$ cat src/rtl/mmio_fb_writer_if.sv
// Command and write-bus signals between a command producer and the framebuffer writer.
interface mmio_fb_writer_if;
  logic        cmd_valid;
  logic        cmd_ready;
  logic [9:0]  cmd_start;
  logic [10:0] cmd_len;
  logic [7:0]  cmd_data;
  logic        cmd_incr;
  logic        cmd_abort;
  logic        bus_clock;
  logic [15:0] bus_addr;
  logic [7:0]  bus_data;
  logic        bus_rw;
  logic        busy;
  logic        done;

  modport master (
    output cmd_valid, cmd_start, cmd_len, cmd_data, cmd_incr, cmd_abort,
    input  cmd_ready, bus_clock, bus_addr, bus_data, bus_rw, busy, done
  );

  modport slave (
    input  cmd_valid, cmd_start, cmd_len, cmd_data, cmd_incr, cmd_abort,
    output cmd_ready, bus_clock, bus_addr, bus_data, bus_rw, busy, done
  );
endinterface

$ cat src/rtl/mmio_fb_writer.sv
// Streams fill (or, with FB_WRITER_INCR_EN, incrementing) bytes into a framebuffer over a
// phase-clocked MMIO bus: one write per HIGH+LOW bus_clock pair, cmd_ready = ~busy.
module mmio_fb_writer #(
  parameter int          HALF_PERIOD = 2,
  parameter logic [15:0] FB_BASE     = 16'h0200,
  parameter int          FB_SIZE     = 1024
) (
  input logic CLOCK_50,
  input logic reset,
  mmio_fb_writer_if.slave mif
);

  typedef enum logic [1:0] {IDLE, HIGH, LOW, FINISH} state_t;

  localparam logic [7:0]  HP_LAST = 8'(HALF_PERIOD - 1);
  localparam logic [11:0] SIZE_L  = 12'(FB_SIZE);

  state_t      state_q, state_d;
  logic [7:0]  cnt_q;
  logic [11:0] remain_q;
  logic [11:0] offset_q;
  logic [15:0] addr_q;
  logic [7:0]  data_q;
  logic        abort_q;

  logic        accept;
  logic        half_done;
  logic        more;
  logic        advance;
  logic [11:0] eff_len;
  logic [11:0] start_ofs;
  logic [11:0] next_ofs;
  logic [7:0]  next_data;

  assign accept    = mif.cmd_valid && (state_q == IDLE);
  assign half_done = (cnt_q == HP_LAST);
  assign eff_len   = ({1'b0, mif.cmd_len} > SIZE_L) ? SIZE_L : {1'b0, mif.cmd_len};
  assign start_ofs = {2'b00, mif.cmd_start} % SIZE_L;
  assign next_ofs  = (offset_q == SIZE_L - 12'd1) ? 12'd0 : offset_q + 12'd1;
  // An abort arriving on the final LOW cycle still stops before the next write.
  assign more      = (remain_q != 12'd1) && !abort_q && !mif.cmd_abort;
  assign advance   = (state_q == LOW) && half_done && more;

`ifdef FB_WRITER_INCR_EN
  logic incr_q;
  always_ff @(posedge CLOCK_50 or posedge reset) begin
    if (reset)       incr_q <= 1'b0;
    else if (accept) incr_q <= mif.cmd_incr;
  end
  assign next_data = incr_q ? data_q + 8'd1 : data_q;
`else
  logic unused_incr;
  assign unused_incr = mif.cmd_incr;
  assign next_data   = data_q;
`endif

  always_ff @(posedge CLOCK_50 or posedge reset) begin
    if (reset) state_q <= IDLE;
    else       state_q <= state_d;
  end

  always_comb begin
    state_d = state_q;
    case (state_q)
      IDLE:    if (accept) state_d = (eff_len == 12'd0) ? FINISH : HIGH;
      HIGH:    if (half_done) state_d = LOW;
      LOW:     if (half_done) state_d = more ? HIGH : FINISH;
      FINISH:  state_d = IDLE;
      default: state_d = IDLE;
    endcase
  end

  always_ff @(posedge CLOCK_50 or posedge reset) begin
    if (reset) begin
      cnt_q    <= 8'd0;
      remain_q <= 12'd0;
      offset_q <= 12'd0;
      addr_q   <= 16'd0;
      data_q   <= 8'd0;
      abort_q  <= 1'b0;
    end else begin
      cnt_q <= ((state_q == HIGH || state_q == LOW) && state_d == state_q) ? cnt_q + 8'd1 : 8'd0;
      if (state_q == IDLE)   abort_q <= 1'b0;
      else if (mif.cmd_abort) abort_q <= 1'b1;
      if (accept) begin
        remain_q <= eff_len;
        offset_q <= start_ofs;
        addr_q   <= FB_BASE + {4'b0000, start_ofs};
        data_q   <= mif.cmd_data;
      end else if (advance) begin
        remain_q <= remain_q - 12'd1;
        offset_q <= next_ofs;
        addr_q   <= FB_BASE + {4'b0000, next_ofs};
        data_q   <= next_data;
      end
    end
  end

  assign mif.cmd_ready = (state_q == IDLE);
  assign mif.busy      = (state_q != IDLE);
  assign mif.done      = (state_q == FINISH);
  assign mif.bus_clock = (state_q != LOW);
  assign mif.bus_rw    = !(state_q == HIGH || state_q == LOW);
  assign mif.bus_addr  = addr_q;
  assign mif.bus_data  = data_q;

endmodule

$ cat src/flat_wrapper.sv
// flat-port wrapper written by rule: the top's interface ports become plain ports
module mmio_fb_writer_flat 
#(
  parameter int          HALF_PERIOD = 2,
  parameter logic [15:0] FB_BASE     = 16'h0200,
  parameter int          FB_SIZE     = 1024
)
  (CLOCK_50, reset, mif_cmd_valid, mif_cmd_start, mif_cmd_len, mif_cmd_data, mif_cmd_incr, mif_cmd_abort, mif_cmd_ready, mif_bus_clock, mif_bus_addr, mif_bus_data, mif_bus_rw, mif_busy, mif_done);
  mmio_fb_writer_if mif_i ();
  input logic CLOCK_50;
  input logic reset;
  input wire logic [$bits(mif_i.cmd_valid)-1:0] mif_cmd_valid;
  input wire logic [$bits(mif_i.cmd_start)-1:0] mif_cmd_start;
  input wire logic [$bits(mif_i.cmd_len)-1:0] mif_cmd_len;
  input wire logic [$bits(mif_i.cmd_data)-1:0] mif_cmd_data;
  input wire logic [$bits(mif_i.cmd_incr)-1:0] mif_cmd_incr;
  input wire logic [$bits(mif_i.cmd_abort)-1:0] mif_cmd_abort;
  output wire logic [$bits(mif_i.cmd_ready)-1:0] mif_cmd_ready;
  output wire logic [$bits(mif_i.bus_clock)-1:0] mif_bus_clock;
  output wire logic [$bits(mif_i.bus_addr)-1:0] mif_bus_addr;
  output wire logic [$bits(mif_i.bus_data)-1:0] mif_bus_data;
  output wire logic [$bits(mif_i.bus_rw)-1:0] mif_bus_rw;
  output wire logic [$bits(mif_i.busy)-1:0] mif_busy;
  output wire logic [$bits(mif_i.done)-1:0] mif_done;
  assign mif_i.cmd_valid = mif_cmd_valid;
  assign mif_i.cmd_start = mif_cmd_start;
  assign mif_i.cmd_len = mif_cmd_len;
  assign mif_i.cmd_data = mif_cmd_data;
  assign mif_i.cmd_incr = mif_cmd_incr;
  assign mif_i.cmd_abort = mif_cmd_abort;
  assign mif_cmd_ready = mif_i.cmd_ready;
  assign mif_bus_clock = mif_i.bus_clock;
  assign mif_bus_addr = mif_i.bus_addr;
  assign mif_bus_data = mif_i.bus_data;
  assign mif_bus_rw = mif_i.bus_rw;
  assign mif_busy = mif_i.busy;
  assign mif_done = mif_i.done;
  mmio_fb_writer #(.HALF_PERIOD(HALF_PERIOD), .FB_BASE(FB_BASE), .FB_SIZE(FB_SIZE)) u_core (.CLOCK_50(CLOCK_50), .reset(reset), .mif(mif_i));
endmodule
$ cat config.mk
export PLATFORM = sky130hd
export DESIGN_NAME = mmio_fb_writer_flat
export DESIGN_NICKNAME = d
export VERILOG_FILES = /design/src/rtl/mmio_fb_writer_if.sv /design/src/rtl/mmio_fb_writer.sv /design/src/flat_wrapper.sv
export SDC_FILE = /design/constraint.sdc
export NUM_CORES = 1
export LEC_CHECK = 0
export ABC_AREA = 1
export CORE_ASPECT_RATIO = 2
export CORE_MARGIN = 4
export CORE_UTILIZATION = 56
export CTS_BUF_LIST = sky130_fd_sc_hd__clkbuf_8
export DETAILED_ROUTE_END_ITERATION = 7
export GPL_TIMING_DRIVEN = 0
export PLACE_DENSITY = 0.88
export SYNTH_ARGS = -nofsm -noshare
export SYNTH_HDL_FRONTEND = slang
export SYNTH_SLANG_ARGS = --single-unit
$ cat constraint.sdc
create_clock -name CLOCK_50 -period 3.5 [get_ports CLOCK_50]
set_input_delay 0.525 -clock CLOCK_50 [delete_from_list [all_inputs] [get_ports CLOCK_50]]
set_output_delay 0.525 -clock CLOCK_50 [all_outputs]
set_load 0.005 [all_outputs]
; ---- Word level (Yosys, flattened, before mapping)
; Cells that the tools add are included.
[totals]
reg_bits = 59
out_inout_bits = 29
[op_classes]
n_addsub = 5
magnitude_cmp = 1
n_eq_ne = 8
mux = 17
n_reduce_logical = 15
[ops]
columns = cell, n
row1 = two-way mux 12 bit, 5
row2 = two-way mux 16 bit, 2
row3 = "adder 10 x 12 -> 13 bit, first input constant", 1
row4 = "adder 12 x 1 -> 12 bit, second input constant", 1
row5 = "== test 12 x 10 -> 1 bit, second input constant", 1
row6 = zero test 12 bit, 1
row7 = "!= test 12 x 1 -> 1 bit, second input constant", 1
row8 = "subtractor 12 x 1 -> 12 bit, second input constant", 1
row9 = "adder 10 x 10 -> 11 bit, first input constant", 1
row10 = "> comparator 11 bit, second input constant", 1
row11 = two-way mux 11 bit, 1
row12 = two-way mux 2 bit, 5
row13 = "adder 8 x 1 -> 8 bit, second input constant", 1
row14 = "== test 8 x 1 -> 1 bit, second input constant", 1
row15 = two-way mux 8 bit, 1
row16 = one-hot mux 2 bit (4 select lines), 1
row17 = logical AND 1 bit, 6
row18 = nonzero test 2 bit, 3
row19 = "== test 2 bit, second input constant", 2
row20 = zero test 1 bit, 3
row21 = "== test 2 x 1 -> 1 bit, second input constant", 1
row22 = == test 2 bit, 1
row23 = zero test 2 bit, 1
row24 = two-way mux 1 bit, 2
row25 = 2 further kinds, 2

; ---- Longest topological paths before layout
[logic_depth]
ltp_word = 9
mapped_depth = 15
depth_no_buf = 15

; ---- Least setup slack after synthesis
; OpenSTA, ideal clock, no wires.
[synth_timing]
path_kind = reg-to-reg
startpoint = register u_core.offset_q[0]
endpoint = register u_core.addr_q[11] (netlist: u_core.mif.bus_addr[11])
arrival_ps = 1802
slack_ps = 1621
path_stages_with_launch = 12
path_buffers = 0
period_less_slack_ps = 1879
cell_sequence = dfrtp_1 > ha_1 > nand2_1 > nor2_1 > nand2_1 > nor3_2 > nand3_1 > o21ai_1 > inv_1 > ha_1 > xor2_1 > o21ai_1
[synth_via]
elab_chain_cells = 5
[synth_lines]
columns = element, line
row1 = "start, declared", mmio_fb_writer.sv:21  ; logic [11:0] offset_q;
row2 = "start signal, assigned", mmio_fb_writer.sv:87  ; offset_q <= start_ofs;
row3 = "start signal, assigned", mmio_fb_writer.sv:92  ; offset_q <= next_ofs;
row4 = adder 12 x 1 -> 12 bit / == test 12 x 10 -> 1 bit (equally long branches), mmio_fb_writer.sv:39  ; assign next_ofs = (offset_q == SIZE_L - 12'd1) ? 12'd0 : offset_q + 12'd1;
row5 = two-way mux 12 bit *, mmio_fb_writer.sv:39
row6 = adder 10 x 12 -> 13 bit *, mmio_fb_writer.sv:93  ; addr_q <= FB_BASE + {4'b0000, next_ofs};
row7 = two-way mux 16 bit *, mmio_fb_writer.sv:90  ; end else if (advance) begin
row8 = two-way mux 16 bit *, mmio_fb_writer.sv:85  ; if (accept) begin
row9 = "end signal, assigned", mmio_fb_writer.sv:88  ; addr_q <= FB_BASE + {4'b0000, start_ofs};
row10 = "end signal, assigned", mmio_fb_writer.sv:93
row11 = "end, declared", mmio_fb_writer.sv:22  ; logic [15:0] addr_q;
; Every way passes the cells marked *; elsewhere a longest branch is shown, timed or not. The select of a mux whose other input is x is not followed.
; A chain may end at the register's enable or synchronous reset.

; ---- Worst setup path in the final report
[layout_timing]
startpoint = register u_core.state_q[0]
endpoint = output mif_busy
[layout_via]
elab_chain_cells = 1
[layout_lines]
columns = element, line
row1 = "start, declared", mmio_fb_writer.sv:18  ; state_t state_q, state_d;
row2 = "start signal, assigned", mmio_fb_writer.sv:59  ; else state_q <= state_d;
row3 = nonzero test 2 bit, mmio_fb_writer.sv:100  ; assign mif.busy = (state_q != IDLE);
row4 = "end, declared", flat_wrapper.sv:23  ; output wire logic [$bits(mif_i.busy)-1:0] mif_busy;
; No other way between the ends.

==> parameters.txt <==
Parameter                              Value

Finish
  Synth-to-layout area growth ... 29.4%
  Combined area of the multi-input logic cells ... 1330 µm²
  Ant. Diodes ... 0
  Net count reported at finish ... between 400 and 500
  Share of post-route cells with drive strength above 1 ... between 10% and 20%
  Sequential cell area ... around 1200 µm²
  Layout filler cell count ... ~340

Drt
  Antenna Violating Nets Remaining ... 0
  Wire per inst ... 14.7 µm
  Total routed wirelength ... approximately 7.1 mm
  Number of remaining DRC errors ... 0
  Overall via count from detail_route ... around 2600
  Count of TritonRoute iterations in the first routing pass ... 4
  Initial detailed-routing violation count ... 106
  DR vias/cell ... 5.45

Setup path
  Slowest stage delay, CP ... roughly 0.51 ns
  Depth of the worst register-to-register path ... 11
  Class of the most critical setup path ... flop to output port
  Required time of the critical path ... around 3 ns
  Cell Chain, Critical Path ... inv_1 > ha_1 > inv_1 > clkdlybuf4s50_1
  R2r startpoint ... u_core.offset_q[0]
  Register-to-register setup slack ... 1.21 ns
  Type of element capturing the critical path ... output port
  Critical path launch point type ... flop
  Count of buffering cells on the critical path with inverters included ... 3
  Cell family contributing the most delay on the critical path ... buffers and inverters
  Critical register-to-register path endpoint ... u_core.mif.bus_addr[11]
  Arrival time reported for the critical path endpoint ... roughly 1.8 ns
  Cell seen most often among critical-path stages ... sky130_fd_sc_hd__inv_1
  Critical path peak fanout ... 6
  Crit-path slowest cell ... sky130_fd_sc_hd__clkdlybuf4s50_1

Die
  Rows ... 36
  Height of the chip ... 107 µm
  I/O pin total ... between 60 and 70
  Core Box Area ... a little under 5000 µm²
  Initial Util ... 57.5%
  Overall die width ... 57.7 µm
  Die ar. ... 6200 µm²

Synthesis
  Yosys synthesis warning count ... 0
  Synth cell count leaders ... sky130_fd_sc_hd__nand2_1 (94), sky130_fd_sc_hd__dfrtp_1 (47), sky130_fd_sc_hd__nor2_1 (40), sky130_fd_sc_hd__inv_1 (37), sky130_fd_sc_hd__nand3_1 (16)
  Most common cell in the synthesized netlist ... sky130_fd_sc_hd__nand2_1
  Sequential-to-total area share from yosys stat ... approximately 42%
  Post-synthesis instance area ... 2770 µm²
  Post-synthesis register bit count ... 47
  Synth top area share ... 42.5%
  Synthesized area divided by synthesized cell count ... roughly 7.8 µm²
  Top cells by area in the synthesized netlist ... sky130_fd_sc_hd__dfrtp_1 (42%), sky130_fd_sc_hd__nand2_1 (13%), sky130_fd_sc_hd__nor2_1 (5.4%)
  Proportion of register bits with asynchronous set or reset after synthesis ... between 90% and 100%
  Most common flop cell mapped by yosys ... sky130_fd_sc_hd__dfrtp_1
  Cell count after synthesis ... 354
  Count of flip-flops with a built-in enable after synthesis ... 0
  Cell type with the largest total area after synthesis ... sky130_fd_sc_hd__dfrtp_1
  Count of different cell masters after synthesis ... 38

Global route
  Maximum number of pins on one net before global-route repair ... 39
  Combined global-route utilization of all metal layers ... about a quarter
  Met3 demand-to-capacity share in global routing ... roughly 4.2%
  Fraction of met1 tracks used by global routing ... a little under a quarter
  Wire length of the first global-routing pass ... 11.7 mm
  GR Layer Usage met2 ... between 40% and 50%
  Number of global-route vias before repair ... 2660
  Number of antenna violations at the first check in global routing ... 0
  Global-route layer with the greatest usage ... met2
  Remaining Overflow, GRT ... 0

Timing
  Setup violation total in the final timing report ... 0
  Unrepaired setup endpoints after global routing ... no
  Worst clock skew ... approximately 0.0098 ns
  Minimum period implied by the final worst setup slack ... 2.32 ns
  Upper clock frequency limit ... 430 MHz
  Period Utilization, post-route ... around 66%
  Number of hold violations in the final report ... 0
  Summed negative setup slack over all endpoints ... 0 ns
  Final worst setup slack ... roughly 1.2 ns
  Max-slew violation count ... 0

Clocking
  Hold buffer count at CTS ... 0
  CTS tree ... yes
  Number of H-tree levels ... 2
  Number of buffers added for setup after CTS ... 0
  Number of instances resized during post-cts repair ... 0
  Clock tree root buffer cell ... sky130_fd_sc_hd__clkbuf_8
  Number of buffers created by CTS ... 5
  Clock input transition at the sequential cells of the worst setup and hold paths ... around 0.1 ns
  Clock sink count ... 47
  Number of buffers between clock root and the deepest sink ... 2
  Skew-Pair Late Insertion Delay ... approximately 0.31 ns

Flow run
  Max Cap Violations ... 0

Placed design
  Number of buffers added on ports ... between 50 and 60
  Pre-CTS setup slack ... roughly 1.2 ns
  Gpl congestion ... roughly 0.87
  Half-perimeter wire length after placement ... between 5 and 6 mm

Hold path
  Hold Path Class ... input port to asynchronous set/reset pin

Power
  Cell Pwr Density ... 763 nW/µm²
  Leakage power ... ~1.7 nW
  Worst VDD drop ... 0.000541 V

Status
  Status ... completed
## report_power, final
part           switching (mW)  internal, mW  leakage [nW]  total, mW
Sequential              0.174         0.738         0.588      0.912
Combinational           0.696         0.647          1.03       1.34
Clock                   0.195         0.285        0.0644      0.480
## logic make-up (layout without fill, tap and decap cells)
logic type / after synthesis / count (layout) / share of synthesized area, %
flip-flops: 47 / 47 / 42.5
AO/OA/AOI/OAI: 46 / 46 / 10.3
AND/OR/NAND/NOR: 177 / 177 / 28.1
buffers and inverters: 58 / 125 / 9.76
XOR/XNOR: 15 / 15 / 4.74
adder cells (fa/ha/maj): 10 / 10 / 4.52
other: 1 / 3 / 0.135
## worst register-to-register path: stages (launching register included)
cell and delay [ns]:
sky130_fd_sc_hd__dfrtp_1 0.43, sky130_fd_sc_hd__ha_1 0.23, sky130_fd_sc_hd__nand2_1 0.10, sky130_fd_sc_hd__nor2_1 0.10, sky130_fd_sc_hd__nand2_1 0.10, sky130_fd_sc_hd__nor3_2 0.24
sky130_fd_sc_hd__nand3_1 0.20, sky130_fd_sc_hd__o21ai_1 0.22, sky130_fd_sc_hd__inv_1 0.09, sky130_fd_sc_hd__ha_1 0.22, sky130_fd_sc_hd__xor2_1 0.16, sky130_fd_sc_hd__o21ai_1 0.12
## worst max path at each step
stage | end | cells after the start | from | slack (ns)
2_1_floorplan | u_core.mif.bus_addr[11] | 11 | u_core.offset_q[0] | 1.62
3_3_place_gp | u_core.remain_q[2] | 2 | reset | 0.94
3_5_place_dp | u_core.remain_q[1] | 10 | mif_cmd_len[4] | 1.18
4_1_cts | mif_busy | 4 | u_core.state_q[0] | 1.17
5_1_grt | u_core.mif.bus_addr[11] | 11 | u_core.offset_q[0] | 0.97
6_report | mif_busy | 4 | u_core.state_q[0] | 1.18
## placed cells by master, fill, tap and decap left out, types with 3 or more instances in the layout
cell                              instances
sky130_fd_sc_hd__clkbuf_8                 5
sky130_fd_sc_hd__dfrtp_1                 47
sky130_fd_sc_hd__o21ai_0                 14
sky130_fd_sc_hd__buf_4                   13
sky130_fd_sc_hd__inv_1                   36
sky130_fd_sc_hd__inv_2                    4
sky130_fd_sc_hd__nand2_2                  3
sky130_fd_sc_hd__xor2_1                  12
sky130_fd_sc_hd__ha_1                    10
sky130_fd_sc_hd__nand2_1                 94
sky130_fd_sc_hd__conb_1                   3
sky130_fd_sc_hd__o211ai_1                 5
sky130_fd_sc_hd__xnor2_1                  3
sky130_fd_sc_hd__o21ai_1                  4
sky130_fd_sc_hd__a21oi_1                  5
sky130_fd_sc_hd__nor3_1                   7
sky130_fd_sc_hd__buf_2                    3
sky130_fd_sc_hd__a31oi_1                  6
sky130_fd_sc_hd__nor2_1                  40
sky130_fd_sc_hd__or2_1                    3
sky130_fd_sc_hd__nand3_1                 16
sky130_fd_sc_hd__o22ai_1                  3
sky130_fd_sc_hd__clkdlybuf4s50_1         58
sky130_fd_sc_hd__o221ai_1                 3
## per-layer routing
layer | part of all wire [%] | vias to the layer above
met5 | 0 | -
met4 | 2.7 | 0
met3 | 5.3 | 19
met2 | 57 | 98
met1 | 35 | 1244
li1 | - | 1254
## state kept, by name, indices dropped and copies added, names as in the netlist
name / flops
u_core.remain_q: 12
u_core.offset_q: 12
u_core.abort_q: 1
u_core.mif.bus_addr: 4
u_core.state_q: 2
u_core.cnt_q: 8
u_core.mif.bus_data: 8
## per-stage QoR
stage | hold slack, ns | util [%] | area, µm² | power [mW] | cells
floorplan | 0.457 | - | 2780 | 1.69 | 356
global placement | 0.464 | 71.2 | 3430 | 2.17 | 471
detailed placement | 0.472 | 71.6 | 3450 | 2.23 | 472
CTS | 0.455 | 74.4 | 3590 | 2.73 | 480
global route | 0.460 | 74.4 | 3590 | 2.94 | 480
finish | 0.446 | 74.4 | 3590 | 2.74 | 480
## cell type report
| cell class | count | area share (%) |
|---|---|---|
| Clock buffer | 5 | 1.92 |
| Inverter | 40 | 4.19 |
| Timing Repair Buffer | 59 | 16.7 |
| Clock inverter | 3 | 1.88 |
| Buffer | 18 | 3.35 |
| Multi-Input combinational cell | 251 | 37.1 |
| Sequential cell | 47 | 32.8 |
| Tap cell | 57 | 1.99 |
Power figures use the tool's default switching activity.
